--- src/rtl/tap_pkg.sv ---
// Shared TAP definitions: 1149.1 state encoding, the TMS transition graph
// and the fixed BYPASS opcode.
package tap_pkg;

   typedef enum logic [3:0] {
      EXIT2_DR         = 4'h0,
      EXIT1_DR         = 4'h1,
      SHIFT_DR         = 4'h2,
      PAUSE_DR         = 4'h3,
      SELECT_IR        = 4'h4,
      UPDATE_DR        = 4'h5,
      CAPTURE_DR       = 4'h6,
      SELECT_DR        = 4'h7,
      EXIT2_IR         = 4'h8,
      EXIT1_IR         = 4'h9,
      SHIFT_IR         = 4'hA,
      PAUSE_IR         = 4'hB,
      RUN_IDLE         = 4'hC,
      UPDATE_IR        = 4'hD,
      CAPTURE_IR       = 4'hE,
      TEST_LOGIC_RESET = 4'hF
   } tap_state_t;

   // All-ones at any IR width; the top truncates this to IR_LEN bits.
   localparam logic [31:0] BYPASS_OPCODE = 32'hFFFF_FFFF;
   localparam int IDCODE_W = 32;

   function automatic tap_state_t next_state(input tap_state_t s, input logic tms);
      case (s)
         TEST_LOGIC_RESET: next_state = tms ? TEST_LOGIC_RESET : RUN_IDLE;
         RUN_IDLE:         next_state = tms ? SELECT_DR : RUN_IDLE;
         SELECT_DR:        next_state = tms ? SELECT_IR : CAPTURE_DR;
         CAPTURE_DR:       next_state = tms ? EXIT1_DR : SHIFT_DR;
         SHIFT_DR:         next_state = tms ? EXIT1_DR : SHIFT_DR;
         EXIT1_DR:         next_state = tms ? UPDATE_DR : PAUSE_DR;
         PAUSE_DR:         next_state = tms ? EXIT2_DR : PAUSE_DR;
         EXIT2_DR:         next_state = tms ? UPDATE_DR : SHIFT_DR;
         UPDATE_DR:        next_state = tms ? SELECT_DR : RUN_IDLE;
         SELECT_IR:        next_state = tms ? TEST_LOGIC_RESET : CAPTURE_IR;
         CAPTURE_IR:       next_state = tms ? EXIT1_IR : SHIFT_IR;
         SHIFT_IR:         next_state = tms ? EXIT1_IR : SHIFT_IR;
         EXIT1_IR:         next_state = tms ? UPDATE_IR : PAUSE_IR;
         PAUSE_IR:         next_state = tms ? EXIT2_IR : PAUSE_IR;
         EXIT2_IR:         next_state = tms ? UPDATE_IR : SHIFT_IR;
         UPDATE_IR:        next_state = tms ? SELECT_DR : RUN_IDLE;
         default:          next_state = TEST_LOGIC_RESET;
      endcase
   endfunction

endpackage

--- src/rtl/tap_fsm.sv ---
// 16-state TAP state register; TRST forces Test-Logic-Reset synchronously.
module tap_fsm
   import tap_pkg::*;
(
   input  logic       TCK,
   input  logic       TRST,
   input  logic       TMS,
   output tap_state_t tap_state
);

   tap_state_t state_q;
   tap_state_t state_d;

   always_ff @(posedge TCK) begin
      if (!TRST) state_q <= TEST_LOGIC_RESET;
      else       state_q <= state_d;
   end

   always_comb begin
      state_d = state_q;
      state_d = next_state(state_q, TMS);
   end

   assign tap_state = state_q;

endmodule

--- src/rtl/jtag_tap_ctrl.sv ---
// IEEE 1149.1 TAP controller: IR, IDCODE/BYPASS registers, user-chain decode
// and registered TDO mux.
module jtag_tap_ctrl
   import tap_pkg::*;
#(
   parameter int                 IR_LEN     = 4,
   parameter int                 NUM_CHAINS = 2,
   parameter logic [31:0]        IDCODE_VAL = 32'h1000_0001,
   parameter logic [IR_LEN-1:0]  IDCODE_OP  = {{(IR_LEN-1){1'b1}}, 1'b0}
) (
   input  logic                  TCK,
   input  logic                  TRST,
   input  logic                  TMS,
   input  logic                  TDI,
   input  logic [NUM_CHAINS-1:0] chain_tdo,
   output logic                  tdo,
   output logic                  tdo_en,
   output logic [3:0]            tap_state,
   output logic [NUM_CHAINS-1:0] chain_sel,
   output logic                  capture_dr,
   output logic                  shift_dr,
   output logic                  update_dr,
   output logic                  select_ir
);

   localparam logic [IR_LEN-1:0] BYPASS_OP = IR_LEN'(BYPASS_OPCODE);

   if (IR_LEN < 2) begin : g_bad_ir_len
      $error("jtag_tap_ctrl: IR_LEN must be at least 2");
   end
   if (NUM_CHAINS < 1 || NUM_CHAINS > (1 << IR_LEN) - 2) begin : g_bad_chains
      $error("jtag_tap_ctrl: NUM_CHAINS out of range");
   end
   if (IDCODE_VAL[0] != 1'b1) begin : g_bad_idcode
      $error("jtag_tap_ctrl: IDCODE_VAL bit 0 must be 1");
   end
   if (IDCODE_OP == BYPASS_OP || int'(IDCODE_OP) < NUM_CHAINS) begin : g_bad_idcode_op
      $error("jtag_tap_ctrl: IDCODE_OP collides with BYPASS or a chain opcode");
   end

   tap_state_t                state;
   tap_state_t                nstate;
   logic [IR_LEN-1:0]         ir, ir_d;
   logic [IR_LEN-1:0]         ir_sr, ir_sr_d;
   logic [IDCODE_W-1:0]       idcode_sr, idcode_d;
   logic                      bypass_q, bypass_d;
   logic                      tdo_d, tdo_en_d;
   logic                      sel_idcode, sel_chain, sel_bypass, chain_bit;

   tap_fsm u_fsm (
      .TCK       (TCK),
      .TRST      (TRST),
      .TMS       (TMS),
      .tap_state (state)
   );

   // Mirror of the FSM's next state so TDO can be registered for the state being entered.
   assign nstate    = TRST ? next_state(state, TMS) : TEST_LOGIC_RESET;
   assign tap_state = state;

   always_comb begin
      chain_sel = '0;
      for (int k = 0; k < NUM_CHAINS; k++) begin
         if (ir == IR_LEN'(k)) chain_sel[k] = 1'b1;
      end
   end

   assign sel_chain  = |chain_sel;
   assign sel_idcode = (ir == IDCODE_OP);
   assign sel_bypass = !sel_chain && !sel_idcode;
   assign chain_bit  = |(chain_sel & chain_tdo);

   assign capture_dr = (state == CAPTURE_DR) && sel_chain;
   assign shift_dr   = (state == SHIFT_DR)   && sel_chain;
   assign update_dr  = (state == UPDATE_DR)  && sel_chain;

   always_comb begin
      case (state)
         SELECT_IR, CAPTURE_IR, SHIFT_IR, EXIT1_IR,
         PAUSE_IR, EXIT2_IR, UPDATE_IR: select_ir = 1'b1;
         default:                       select_ir = 1'b0;
      endcase
   end

   always_comb begin
      ir_d     = ir;
      ir_sr_d  = ir_sr;
      idcode_d = idcode_sr;
      bypass_d = bypass_q;
      case (state)
         CAPTURE_IR: ir_sr_d = IR_LEN'(2'b01);
         SHIFT_IR:   ir_sr_d = {TDI, ir_sr[IR_LEN-1:1]};
         UPDATE_IR:  ir_d    = ir_sr;
         CAPTURE_DR: begin
            if (sel_idcode) idcode_d = IDCODE_VAL;
            if (sel_bypass) bypass_d = 1'b0;
         end
         SHIFT_DR: begin
            if (sel_idcode) idcode_d = {TDI, idcode_sr[IDCODE_W-1:1]};
            if (sel_bypass) bypass_d = TDI;
         end
         default: ;
      endcase
      // Every cycle spent in Test-Logic-Reset reinitialises the registers.
      if (nstate == TEST_LOGIC_RESET) begin
         ir_d     = IDCODE_OP;
         ir_sr_d  = '0;
         idcode_d = IDCODE_VAL;
         bypass_d = 1'b0;
      end
      tdo_d    = 1'b0;
      tdo_en_d = 1'b0;
      if (nstate == SHIFT_IR) begin
         tdo_d    = ir_sr_d[0];
         tdo_en_d = 1'b1;
      end else if (nstate == SHIFT_DR) begin
         tdo_en_d = 1'b1;
         if (sel_chain)       tdo_d = chain_bit;
         else if (sel_idcode) tdo_d = idcode_d[0];
         else                 tdo_d = bypass_d;
      end
   end

   always_ff @(posedge TCK) begin
      if (!TRST) begin
         ir        <= IDCODE_OP;
         ir_sr     <= '0;
         idcode_sr <= IDCODE_VAL;
         bypass_q  <= 1'b0;
         tdo       <= 1'b0;
         tdo_en    <= 1'b0;
      end else begin
         ir        <= ir_d;
         ir_sr     <= ir_sr_d;
         idcode_sr <= idcode_d;
         bypass_q  <= bypass_d;
         tdo       <= tdo_d;
         tdo_en    <= tdo_en_d;
      end
   end

endmodule

--- config.mk ---
export PLATFORM = sky130hd
export DESIGN_NAME = jtag_tap_ctrl
export DESIGN_NICKNAME = d
export VERILOG_FILES = /design/src/rtl/tap_pkg.sv /design/src/rtl/tap_fsm.sv /design/src/rtl/jtag_tap_ctrl.sv
export SDC_FILE = /design/constraint.sdc
export NUM_CORES = 1
export LEC_CHECK = 0
export ABC_AREA = 0
export ABC_CLOCK_PERIOD_IN_PS = 1700
export CAP_MARGIN = 25
export CORE_UTILIZATION = 51
export CTS_CLUSTER_DIAMETER = 200
export CTS_CLUSTER_SIZE = 12
export DETAILED_ROUTE_END_ITERATION = 8
export PLACE_DENSITY = 0.85
export SLEW_MARGIN = 20
export SYNTH_ARGS = -nofsm -noshare
export SYNTH_HDL_FRONTEND = slang
export SYNTH_HIERARCHICAL = 1
export SYNTH_SLANG_ARGS = --single-unit
--- constraint.sdc ---
create_clock -name TCK -period 1.7 [get_ports TCK]
set_input_delay 0.34 -clock TCK [delete_from_list [all_inputs] [get_ports TCK]]
set_output_delay 0.34 -clock TCK [all_outputs]
set_load 0.05 [all_outputs]
==> results of run 1 <==
[routing by layer]
metal / up-vias / share of wire (%) / global-route usage (%)
li1: 899 / - / -
met4: 0 / 2.2 / 8.15
met3: 9 / 3.2 / 5.38
met5: - / 0 / 0
met2: 36 / 49 / 35.2
met1: 841 / 46 / 30.3
[worst paths after layout]
check	start	endpoint	slack (ns)	depth (start not counted)
hold / removal	idcode_sr[1]	idcode_sr[1]	0.45	2
hold reg to reg	idcode_sr[1]	idcode_sr[1]	0.45	2
setup / recovery	TRST	tdo	-0.05	5
setup reg to reg	u_fsm/tap_state[0]	tdo	0.02	4
[timing repair]
item | in CTS | in global routing
gates resized for setup | 8 | 6
endpoints found under the setup margin | 7 | 36
buffers inserted | 0 | 7
[cell usage after synthesis (all sizes together)]
master	instances	area [sq um]
dfxtp	47	941
nand2	45	169
a21oi	34	170
nand3b	30	225
nor2	13	48.8
mux2i	11	110
buf	9	53.8
clkbuf	8	30.0
nor3	5	25.0
o21ai	5	25.0
nor3b	4	30.0
and3	3	18.8
nand4b	3	26.3
nor2b	3	21.3
and2	2	12.5
inv	2	7.51
nand3	2	10.0
o211ai	2	15.0
a211o	1	8.76
a21boi	1	7.51
a311oi	1	8.76
a31oi	1	6.26
a41o	1	10.0
and4	1	8.76
nand2b	1	6.26
nor4b	1	15.0
or2	1	6.26
or3	1	6.26
or3b	1	8.76
or4	1	7.51
or4b	1	10.0
[cell families (layout without fill, tap and decap cells)]
logic type / after synthesis / in the layout
simple gates: 118 / 118
compound gates: 46 / 46
buf+inv: 19 / 51
mux: 11 / 11
flops: 47 / 47
[state kept, by name, summed over array words and instances (netlist names)]
name / count
bypass_q: 1
idcode_sr: 32
ir: 4
ir_sr: 4
tdo: 1
tdo_en: 1
u_fsm/tap_state: 4
[cell type report]
cell class,instances,area [sq um],share of cell area [%]
Multi-Input combinational cell,175,1100,40.6
Sequential cell,47,958,35.5
Tap cell,48,60.1,2.22
Clock inverter,3,46.3,1.71
Clock buffer,5,68.8,2.55
Timing Repair Buffer,41,463,17.1
Inverter,2,7.51,0.278
[power breakdown]
group,internal (mW),leakage (nW),switching [mW],total (mW)
Combinational,0.249,0.574,0.284,0.533
Clock,0.443,0.0548,0.401,0.844
Sequential,1.13,0.380,0.0430,1.17
[per-stage QoR]
step	TNS [ns]	hold slack [ns]	utilization (%)	cells	power, mW
after detailed placement	-1.10	0.443	66.3	306	1.68
final	-0.0520	0.455	72.2	321	2.55
after CTS	-0.119	0.454	70.2	314	2.52
after global routing	-0.361	0.472	72.2	321	2.64
after floorplan	-0.0176	0.401	-	241	1.49
after global placement	-1.36	0.436	66.3	306	1.67
[worst min-delay path: cells and delay by family (launching register included)]
family / cells / cell delay (ns)
AOI/OAI and AO/OA: 1 / 0.05
and+or+nand+nor: 1 / 0.05
DFF: 1 / 0.32
==> metrics.txt, run 1 <==
status finished, violations left; failing checks negative setup slack; Adder-Cell Fraction of Synth Area 0%; Num CTS Buffers 5; Seq/Total Area, Yosys 45.9%; pin count of the biggest net entering global routing 37; area growth from synthesis to layout 31.9%; Total Die Area 0.00428 sq mm; Layout Nets 278; fraction of layout cells with a size suffix above 1 24.2%; xor/xnor share of the synthesized area 0%; Max VDD drop 0.000746 V; Residual DRC 0; cell count after synthesis 241; antenna fix cells 0; Die H 65.4 microns; post-synthesis mux area share 5.37%; Sink Count 47; WP buf/inv 1; port buffer count 17; vias in the first global route 1599; Core ar. 0.00374 sq mm; most frequent cells in the layout 44 x nand2_1, 41 x dfxtp_1, 34 x a21oi_1; CTS Root Cell clkbuf_8; setup ws final -0.0520 ns; detailed router's first-iteration violation count 101; Startpoint Class primary input; Design Area, Final 0.00270 sq mm; Via Count 1785; Starting Density 54.7%; upper clock frequency limit 0.571 GHz; TritonRoute pass-1 iters 4; Antenna Violating Nets Remaining 0; Worst setup EP type flip-flop; Die W 65.4 microns; Mapped Nets 247; Final Cycle Share 103%; Synth cell types 35; Lkg Pwr 1.01 nW; CP max FO 2; clock latency on the worst-skew pair 0.31 ns; PD cells 944 mW/mm^2; pre-CTS setup slack -0.320 ns; grt total ovfl 0; Wirelength per Cell 14.0 microns; final setup vio count 1; CTS tree built; slowest stage cell on the critical path or4_1; # fillers 263; hold buffer count at cts 0; final wirelength 4.51 mm; Synth Register Bits 47; simple logic cell fraction of the synthesized area 32.0%; Worst EP arrival 2.01 ns; RSZ-0062 raised after global routing yes; Synth Area in Compound Gates 12.3%; Final Skew 0.0110 ns; commonest non-fill, non-tap cell in the layout nand2_1; first-pass GRT wire length 7.44 mm; Mean Syn Cell Area 8.50 sq um; dpl hpwl 2.60 mm; FP Rows 22; Clock Path Buffers 2; critical-path cell list clkdlybuf4s50_1 -> or3b_1 -> or4_1 -> a311oi_2 -> a211o_1; worst-margin pin slew 0.324 ns; initial antenna violation count 0; Post-Syn Area 0.00205 sq mm; CP top delay family simple AND/OR/NAND/NOR gates; Required @ worst endpoint 1.96 ns; Crit path largest cell delay 0.48 ns; Clock Pin Slew Worst Setup and Hold Paths 0.09 ns; Area after DPL 0.00248 sq mm; max_slew headroom 78.3%; YS warnings 6; largest family of logic cells by synthesized area simple AND/OR/NAND/NOR gates; RePlAce Congestion 0.780; minimum period implied by the final worst setup slack 1.75 ns; Fin. Hold Viols 0; via density per instance 5.56; critical path class primary input to flip-flop; IO Pins 18; max-cap violations 0; H-tree depth 2; Hold Path Class flip-flop to flip-flop; fin. max-slew vios 0; All-Layer GR Usage 22.6%
No activity file was read; power rests on OpenSTA's default activity.
==> run 2: changes to the inputs <==
CORE_MARGIN = 2   (was not set)
SKIP_LAST_GASP = 1   (was not set)
==> metrics.txt, run 2 (synthesized netlist as in run 1, its figures left out) <==
Antenna Violating Nets Remaining 0 (unchanged); Design Area, Final 0.00280 sq mm (+3.6%); IO Pins 18 (unchanged); final setup vio count 2 (+1); Worst Hold Slack 0.457 ns (+0.00206 ns); Total Die Area 0.00454 sq mm (+6.2%); fraction of layout cells with a size suffix above 1 27.8% (+3.6 points); global routing met3 resource utilization 5.17% (-0.22 points); Layout Nets 282 (+1.4%); first-pass GRT wire length 7.65 mm (+2.9%); Hold Path Stages 2 (unchanged); upper clock frequency limit 0.565 GHz (-1.0%); critical path class primary input to flip-flop; Sink Count 47 (unchanged); Final Total Pwr 2.50 mW (-1.9%); All-Layer GR Usage 22.4% (-0.22 points); commonest non-fill, non-tap cell in the layout nand2_1; met1 Track Usage GR 30.1% (-0.25 points); max_slew headroom 78.4% (about the same); pin count of the biggest net entering global routing 36 (-2.7%); Core ar. 0.00394 sq mm (+5.3%); vias in the first global route 1637 (+2.4%); FP Rows 23 (+4.5%); Placed Cells incl. Taps 308 (+0.65%); GRT met2 Usage 36.3% (+1.1 points); # fillers 259 (-1.5%); fin util 71.0% (-1.2 points); max-cap violations 0 (unchanged); Max VDD drop 0.000675 V (-9.6%); PD cells 894 mW/mm^2 (-5.3%); Largest register FFs 32 (unchanged); Via Count 1844 (+3.3%); status finished, violations left; via density per instance 5.64 (+1.4%); CP max FO 2 (unchanged); busiest grt layer met2; TritonRoute pass-1 iters 4 (unchanged); Die W 67.4 microns (+3.1%); antenna fix cells 0 (unchanged); Starting Density 52.0% (-2.8 points); Num CTS Buffers 5 (unchanged); hold buffer count at cts 0 (unchanged); Largest Register idcode_sr; failing checks negative setup slack; CTS tree built; CTS Root Cell clkbuf_8; Startpoint Class primary input; Final Cycle Share 104% (+1.0 points); port buffer count 17 (unchanged); minimum period implied by the final worst setup slack 1.77 ns (+0.0177 ns); fin. max-slew vios 0 (unchanged); Residual DRC 0 (unchanged); Final Skew 0.00535 ns (-0.00566 ns); Clock Path Buffers 2 (unchanged); Finished Layout Cells 327 (+1.9%); Wirelength per Cell 15.6 microns (+11%); worst-margin pin slew 0.322 ns (-0.00136 ns); dpl hpwl 2.85 mm (+9.5%); area growth from synthesis to layout 36.6%; Area after DPL 0.00250 sq mm (+0.60%); Die H 67.4 microns (+3.1%); worst reg-to-reg path cell count 7 (+3); RePlAce Congestion 0.768 (-1.4%); clock latency on the worst-skew pair 0.31 ns (about the same); final wirelength 5.10 mm (+13%); Required @ worst endpoint 1.96 ns (about the same); Hold Path Class flip-flop to flip-flop; Fin. Hold Viols 0 (unchanged); worst reg2reg setup slack 0 ns (-0.02 ns); H-tree depth 2 (unchanged); RSZ-0062 raised after global routing yes; Worst EP arrival 2.03 ns (+0.02 ns); pre-CTS setup slack -0.395 ns (-0.0749 ns); Lkg Pwr 1.05 nW (+4.1%); most frequent cells in the layout 44 x nand2_1, 39 x dfxtp_1, 30 x nand3b_1; grt total ovfl 0 (unchanged); Worst setup EP type flip-flop; Clock Pin Slew Worst Setup and Hold Paths 0.09 ns (about the same); initial antenna violation count 0 (unchanged); setup ws final -0.0697 ns (-0.0177 ns); detailed router's first-iteration violation count 152 (+50%); Sum Neg Setup Slack -0.130 ns (-0.0784 ns)
## run 2: final timing paths
kind / start / to
worst min register to register: idcode_sr[10] / idcode_sr[10]
worst max-delay path: TRST / tdo
worst max register to register: ir[2] / idcode_sr[6]
worst min-delay path: idcode_sr[10] / idcode_sr[10]
## run 2: repair_timing
| item | in CTS | in global routing |
|---|---|---|
| setup endpoints to repair | 6 | 23 |
| pin swaps | 1 | 14 |
| buffers inserted | 6 | 3 |
| gates resized for setup | 9 | 14 |
| cloned | 0 | 2 |
## run 2: layout make-up
type	instances	area, sq um	area share (%)
multi-input cells	175	1120	40.0
inverters	2	7.51	0.268
repair buffers	45	551	19.7
well taps	50	62.6	2.24
clock buffers	8	100	3.58
flip-flops and latches	47	958	34.2
## run 2: critical path, stage by stage
cell,delay (ns)
clkdlybuf4s50_1,0.49
or3b_1,0.37
or4_4,0.45
nor3b_1,0.24
a211o_1,0.13
## run 2: power breakdown
| part | switching [mW] | internal [mW] | total, mW |
|---|---|---|---|
| registers | 0.0340 | 1.13 | 1.16 |
| clock network | 0.371 | 0.371 | 0.743 |
| logic | 0.318 | 0.278 | 0.595 |
## run 2: layer usage
layer	up-vias	share of wire [%]
met1	906	45
met5	-	0
met4	0	0.90
met3	4	2.9
li1	905	-
met2	29	51
==> run 3: changes to the inputs <==
GPL_ROUTABILITY_DRIVEN = 0   (was not set)
==> results of run 3 <==
Final layout, timing and power as in run 2 (identical DEF).
